`config.mk`:
```
export PLATFORM = sky130hd
export DESIGN_NAME = adder4_seq_ctrl
export DESIGN_NICKNAME = d
export VERILOG_FILES = /design/src/rtl/adder4_seq_ctrl.sv
export SDC_FILE = /design/constraint.sdc
export NUM_CORES = 1
export LEC_CHECK = 0
export CAP_MARGIN = 25
export CORE_MARGIN = 2
export CORE_UTILIZATION = 50
export CTS_BUF_LIST = sky130_fd_sc_hd__clkbuf_4
export DETAILED_ROUTE_END_ITERATION = 8
export PLACE_DENSITY = 0.88
export RECOVER_POWER = 50
export REMOVE_ABC_BUFFERS = 1
export SETUP_SLACK_MARGIN = 0.2
export SLEW_MARGIN = 20
export SYNTH_ARGS = -nofsm -noshare
export SYNTH_HDL_FRONTEND = slang
export SYNTH_SLANG_ARGS = --single-unit
```
`constraint.sdc`:
```
create_clock -name clk -period 2.15 [get_ports clk]
set_clock_uncertainty 0.15 [all_clocks]
set_input_delay 0.3225 -clock clk [delete_from_list [all_inputs] [get_ports clk]]
set_output_delay 0.3225 -clock clk [all_outputs]
set_load 0.05 [all_outputs]
```
`src/rtl/adder4_seq_ctrl.sv`:
```
// Nibble-serial add sequencer: drives one external 4-bit adder per clock, LS nibble first,
// chaining the carry through a register and assembling the WIDTH-bit sum.
module adder4_seq_ctrl #(
  parameter int WIDTH = 16  // multiple of 4, >= 8
) (
  input  logic             clk,
  input  logic             reset_n,
  input  logic             start,
  input  logic [WIDTH-1:0] x,
  input  logic [WIDTH-1:0] y,
  input  logic             cin,
  output logic             ready,
  output logic             busy,
  output logic             done,
  output logic [WIDTH-1:0] sum,
  output logic             cout,
  output logic [3:0]       add_a,
  output logic [3:0]       add_b,
  output logic             add_ci,
  input  logic [3:0]       add_s,
  input  logic             add_co
);

  localparam int NIB = WIDTH / 4;
  localparam int IW  = (NIB > 1) ? $clog2(NIB) : 1;
  localparam logic [IW-1:0] LAST_IDX = IW'(NIB - 1);

  typedef enum logic [1:0] {
    S_IDLE,
    S_RUN,
    S_DONE
  } state_e;

  state_e           state_q, state_d;
  logic [IW-1:0]    idx_q, idx_d;
  logic [WIDTH-1:0] x_q, x_d;
  logic [WIDTH-1:0] y_q, y_d;
  logic             carry_q, carry_d;
  logic [WIDTH-1:0] sum_q, sum_d;
  logic             cout_q, cout_d;

  always_ff @(posedge clk or negedge reset_n) begin
    if (!reset_n) begin
      state_q <= S_IDLE;
      idx_q   <= '0;
      x_q     <= '0;
      y_q     <= '0;
      carry_q <= 1'b0;
      sum_q   <= '0;
      cout_q  <= 1'b0;
    end else begin
      state_q <= state_d;
      idx_q   <= idx_d;
      x_q     <= x_d;
      y_q     <= y_d;
      carry_q <= carry_d;
      sum_q   <= sum_d;
      cout_q  <= cout_d;
    end
  end

  always_comb begin
    state_d = state_q;
    idx_d   = idx_q;
    x_d     = x_q;
    y_d     = y_q;
    carry_d = carry_q;
    sum_d   = sum_q;
    cout_d  = cout_q;
    unique case (state_q)
      S_IDLE: begin
        if (start) begin
          x_d     = x;
          y_d     = y;
          carry_d = cin;
          idx_d   = '0;
          sum_d   = '0;
          cout_d  = 1'b0;
          state_d = S_RUN;
        end
      end
      S_RUN: begin
        // Adder output is combinational on registered operands: capture it this edge.
        sum_d[4*idx_q +: 4] = add_s;
        carry_d             = add_co;
        if (idx_q == LAST_IDX) begin
          cout_d  = add_co;
          idx_d   = '0;
          state_d = S_DONE;
        end else begin
          idx_d = idx_q + IW'(1);
        end
      end
      S_DONE: begin
        state_d = S_IDLE;
      end
      default: begin
        state_d = S_IDLE;
      end
    endcase
  end

  // Status and adder drive decode only registered state; start never reaches done.
  always_comb begin
    ready  = (state_q == S_IDLE);
    busy   = (state_q == S_RUN);
    done   = (state_q == S_DONE);
    add_a  = 4'h0;
    add_b  = 4'h0;
    add_ci = 1'b0;
    if (state_q == S_RUN) begin
      add_a  = x_q[4*idx_q +: 4];
      add_b  = y_q[4*idx_q +: 4];
      add_ci = carry_q;
    end
  end

  assign sum  = sum_q;
  assign cout = cout_q;

endmodule

```
==> impl_results.md <==
- Run status: finished with violations
- Final WL: 5600 um
- Drc violations: 0
- Synth Flop Type: dfrtp_1
- Initial Util: 51.9%
- GPL Wtd Cong: 0.772
- Net count, final: 302
- Placed cell area: 3420 um^2
- Drt pass-1 iters: 4
- Area of the core: 5140 um^2
- Initial antenna violation count: 0
- Reg2reg path depth: 5
- Top cell family by delay on the critical path: multiplexers
- RSZ-0062 raised after global routing: true
- IO Port Bufs: 69
- CP Class: reg -> out
- Seq cells post-synth: 54
- P_leak: 1.69 nW
- Cell variety after synth: 32
- Worst vdd ir: 0.000997 V
- Iteration-0 DRC Markers: 107
- Setup crit end kind: primary output
- Yosys warnings: 0
- Area Overhead vs Synth: 36.1%
- Post-place setup slack: 202 ps
- Top post-synthesis cells by area: dfrtp_1, mux2_4, a22o_1
- Clk root buf: clkbuf_4
- Rows: 26
- Cell Pwr Density: 1620 nW/um^2
- Vias in the first global route: 1760
- Reg2reg start: state_q[0]
- CTS max path bufs: 2
- Setup ws final: -50.5 ps
- Die area: 5940 um^2
- CTS tree: done
- Hold Path Depth: 1
- Htree depth: 2
- Hold worst-path end: cout
- Yosys top cell area share: 50.6%
- Via Count: 1723
- Antenna Violating Nets Remaining: 0
- Synth Cell Area: 2670 um^2
- Chip height: 77.1 um
- EDFF count, synth: 0
- CP Launch Type: flip-flop
- IO Count: 70
- Gr ovfl total: 0
- Syn Area/Cell: 15.6 um^2
- Max frequency: 0.454 GHz
- Clock Pin Slew Worst Setup and Hold Paths: 150 ps
- Max-slew headroom: 15.0%
- First-pass GRT wire length: 8890 um
- Sequential-to-total area share from yosys stat: 50.6%
- Buf/Inv on CP: 2
- Crit path time final: 2200 ps
- Clk_lat worst skew: 350 ps
- Post-route cell area: 3630 um^2
- Vias per inst: 5.27
- Worst Path Max Fanout: 6
- Largest net degree at the start of global routing: 55
- Final setup fails: 8
- TritonCTS buffer count: 5
- Worst Path Required: 1680 ps
- Dpl hpwl: 3970 um
- Clock Sinks: 54
- Diode count: 0
- Post-synth ARST share: 100%
- Worst hold start: cout
- Register-to-register setup slack: 240 ps
- Die width: 77.1 um
- Fin crit share: 102%
- Critical-path cell list: buf_6, mux4_2, and2_4, buf_8
- Worst Hold Class: reg -> reg
- Ratio of cells with drive above 1 in the final layout: 36.6%
- Slowest-stage cell, CP: mux4_2
- GR Util All Layers: 19.1%
- Failing checks: negative setup slack
- Fin. Hold Viols: 0
- MaxCap Viol Count: 0
- Measured slew at the worst slew-check pin: 1280 ps
- Slew Viols, Final: 0
- Post-Route Setup TNS: -294 ps
- Cells after synthesis: 171
- RR Endpoint: y_q[0]
- Largest area contributor in the netlist: dfrtp_1
- CP arrival: 1730 ps
- Wire length per cell: 17.1 um
- Critical path's largest stage delay: 500 ps
==> cell families (layout without fill, tap and decap cells) <==
kind of cell    Yosys count  in the layout  share of synthesized area [%]
flops                    54             54                           50.6
fa+ha+maj                 5              5                           2.34
simple gates             30             30                           9.00
compound gates           28             28                           8.53
buf+inv                  14            100                           4.73
mux                      40             40                           24.8
==> power breakdown <==
part	switching (W)	internal (W)	total [W]
Clock	0.000301	0.000123	0.000424
Combinational	0.00185	0.00191	0.00376
Sequential	0.000271	0.00144	0.00171
==> layout make-up <==
| type | count | area (um^2) |
|---|---|---|
| clock buffer | 5 | 37.5 |
| clock inverter | 3 | 16.3 |
| fill | 377 | 1510 |
| inverter | 5 | 25.0 |
| multi-input combinational | 103 | 1210 |
| sequential | 54 | 1350 |
| tap | 70 | 87.6 |
| timing repair buffer | 87 | 903 |
==> worst reg2reg max path, stage by stage (launching register included) <==
cell and delay (ps):
dfrtp_1 480, clkbuf_4 170, nor2_1 160, and2_4 310, buf_12 210, mux2_2 340
==> through the flow <==
| step | total power [W] | hold WS [ps] | instances | util, % |
|---|---|---|---|---|
| after floorplan | 0.00398 | -123 | 162 | - |
| after global placement | 0.00489 | 315 | 310 | 66.6 |
| after detailed placement | 0.00498 | 325 | 310 | 66.6 |
| after CTS | 0.00577 | 364 | 322 | 69.6 |
| after global routing | 0.00616 | 379 | 327 | 70.6 |
| final | 0.00590 | 357 | 327 | 70.6 |
==> cells in the final DEF, fill, tap and decap left out, types with 2 or more instances in the layout <==
cell type	synthesis	routed
and2_1	10	2
ha_1	5	3
mux4_2	5	8
buf_6	3	3
clkinvlp_4	0	2
nand2b_4	1	2
clkbuf_4	0	6
buf_4	1	11
buf_8	1	8
mux2_1	0	3
and2_4	1	9
o21bai_1	2	2
clkdlybuf4s50_1	0	39
buf_12	2	5
dfrtp_1	54	53
nand2_1	7	7
a22o_1	17	17
a21o_1	5	5
inv_1	4	3
nor4_4	3	3
nor2_1	2	3
mux2_4	29	26
mux2_2	3	3
dlygate4sd2_1	0	17
==> timing repair <==
action,in CTS,in global routing
setup buffers,3,5
gates resized for setup,44,10
endpoints found under the setup margin,27,22
hold buffers,1,0
hold endpoints to repair,54,0
pin swaps,7,9
==> flip-flops by register name, indices dropped and copies added (netlist names) <==
name and cells:
carry_q 1, state_q 2, cout 1, x_q 16
idx_q 2, y_q 16, sum 16
==> cell usage after synthesis, types with 2 or more instances <==
| library cell | instances |
|---|---|
| inv_1 | 4 |
| mux2_2 | 3 |
| dfrtp_1 | 54 |
| buf_6 | 3 |
| nor2_1 | 2 |
| ha_1 | 5 |
| nand2b_1 | 2 |
| nand2_1 | 7 |
| nor4_4 | 3 |
| o21bai_1 | 2 |
| and2_1 | 10 |
| a22o_1 | 17 |
| a21o_1 | 5 |
| buf_12 | 2 |
| mux2_4 | 29 |
| mux4_2 | 5 |
| mux4_1 | 3 |
==> how the worst max path moves through the flow <==
stage | start | end | cells after the start
after global routing | idx_q[0] | add_a[0] | 4
after CTS | idx_q[0] | add_a[0] | 4
after detailed placement | idx_q[0] | add_b[3] | 4
after floorplan | idx_q[0] | add_a[3] | 2
after global placement | start | y_q[0] | 4
final | idx_q[0] | add_b[2] | 4
==> layer usage <==
layer	vias up	global-route usage (%)	wire, um
li1	793	-	-
met1	874	25.0	2450
met4	0	6.43	59
met2	50	32.6	2910
met3	6	3.06	181
met5	-	0	0
No activity file was read; power rests on OpenSTA's default activity.
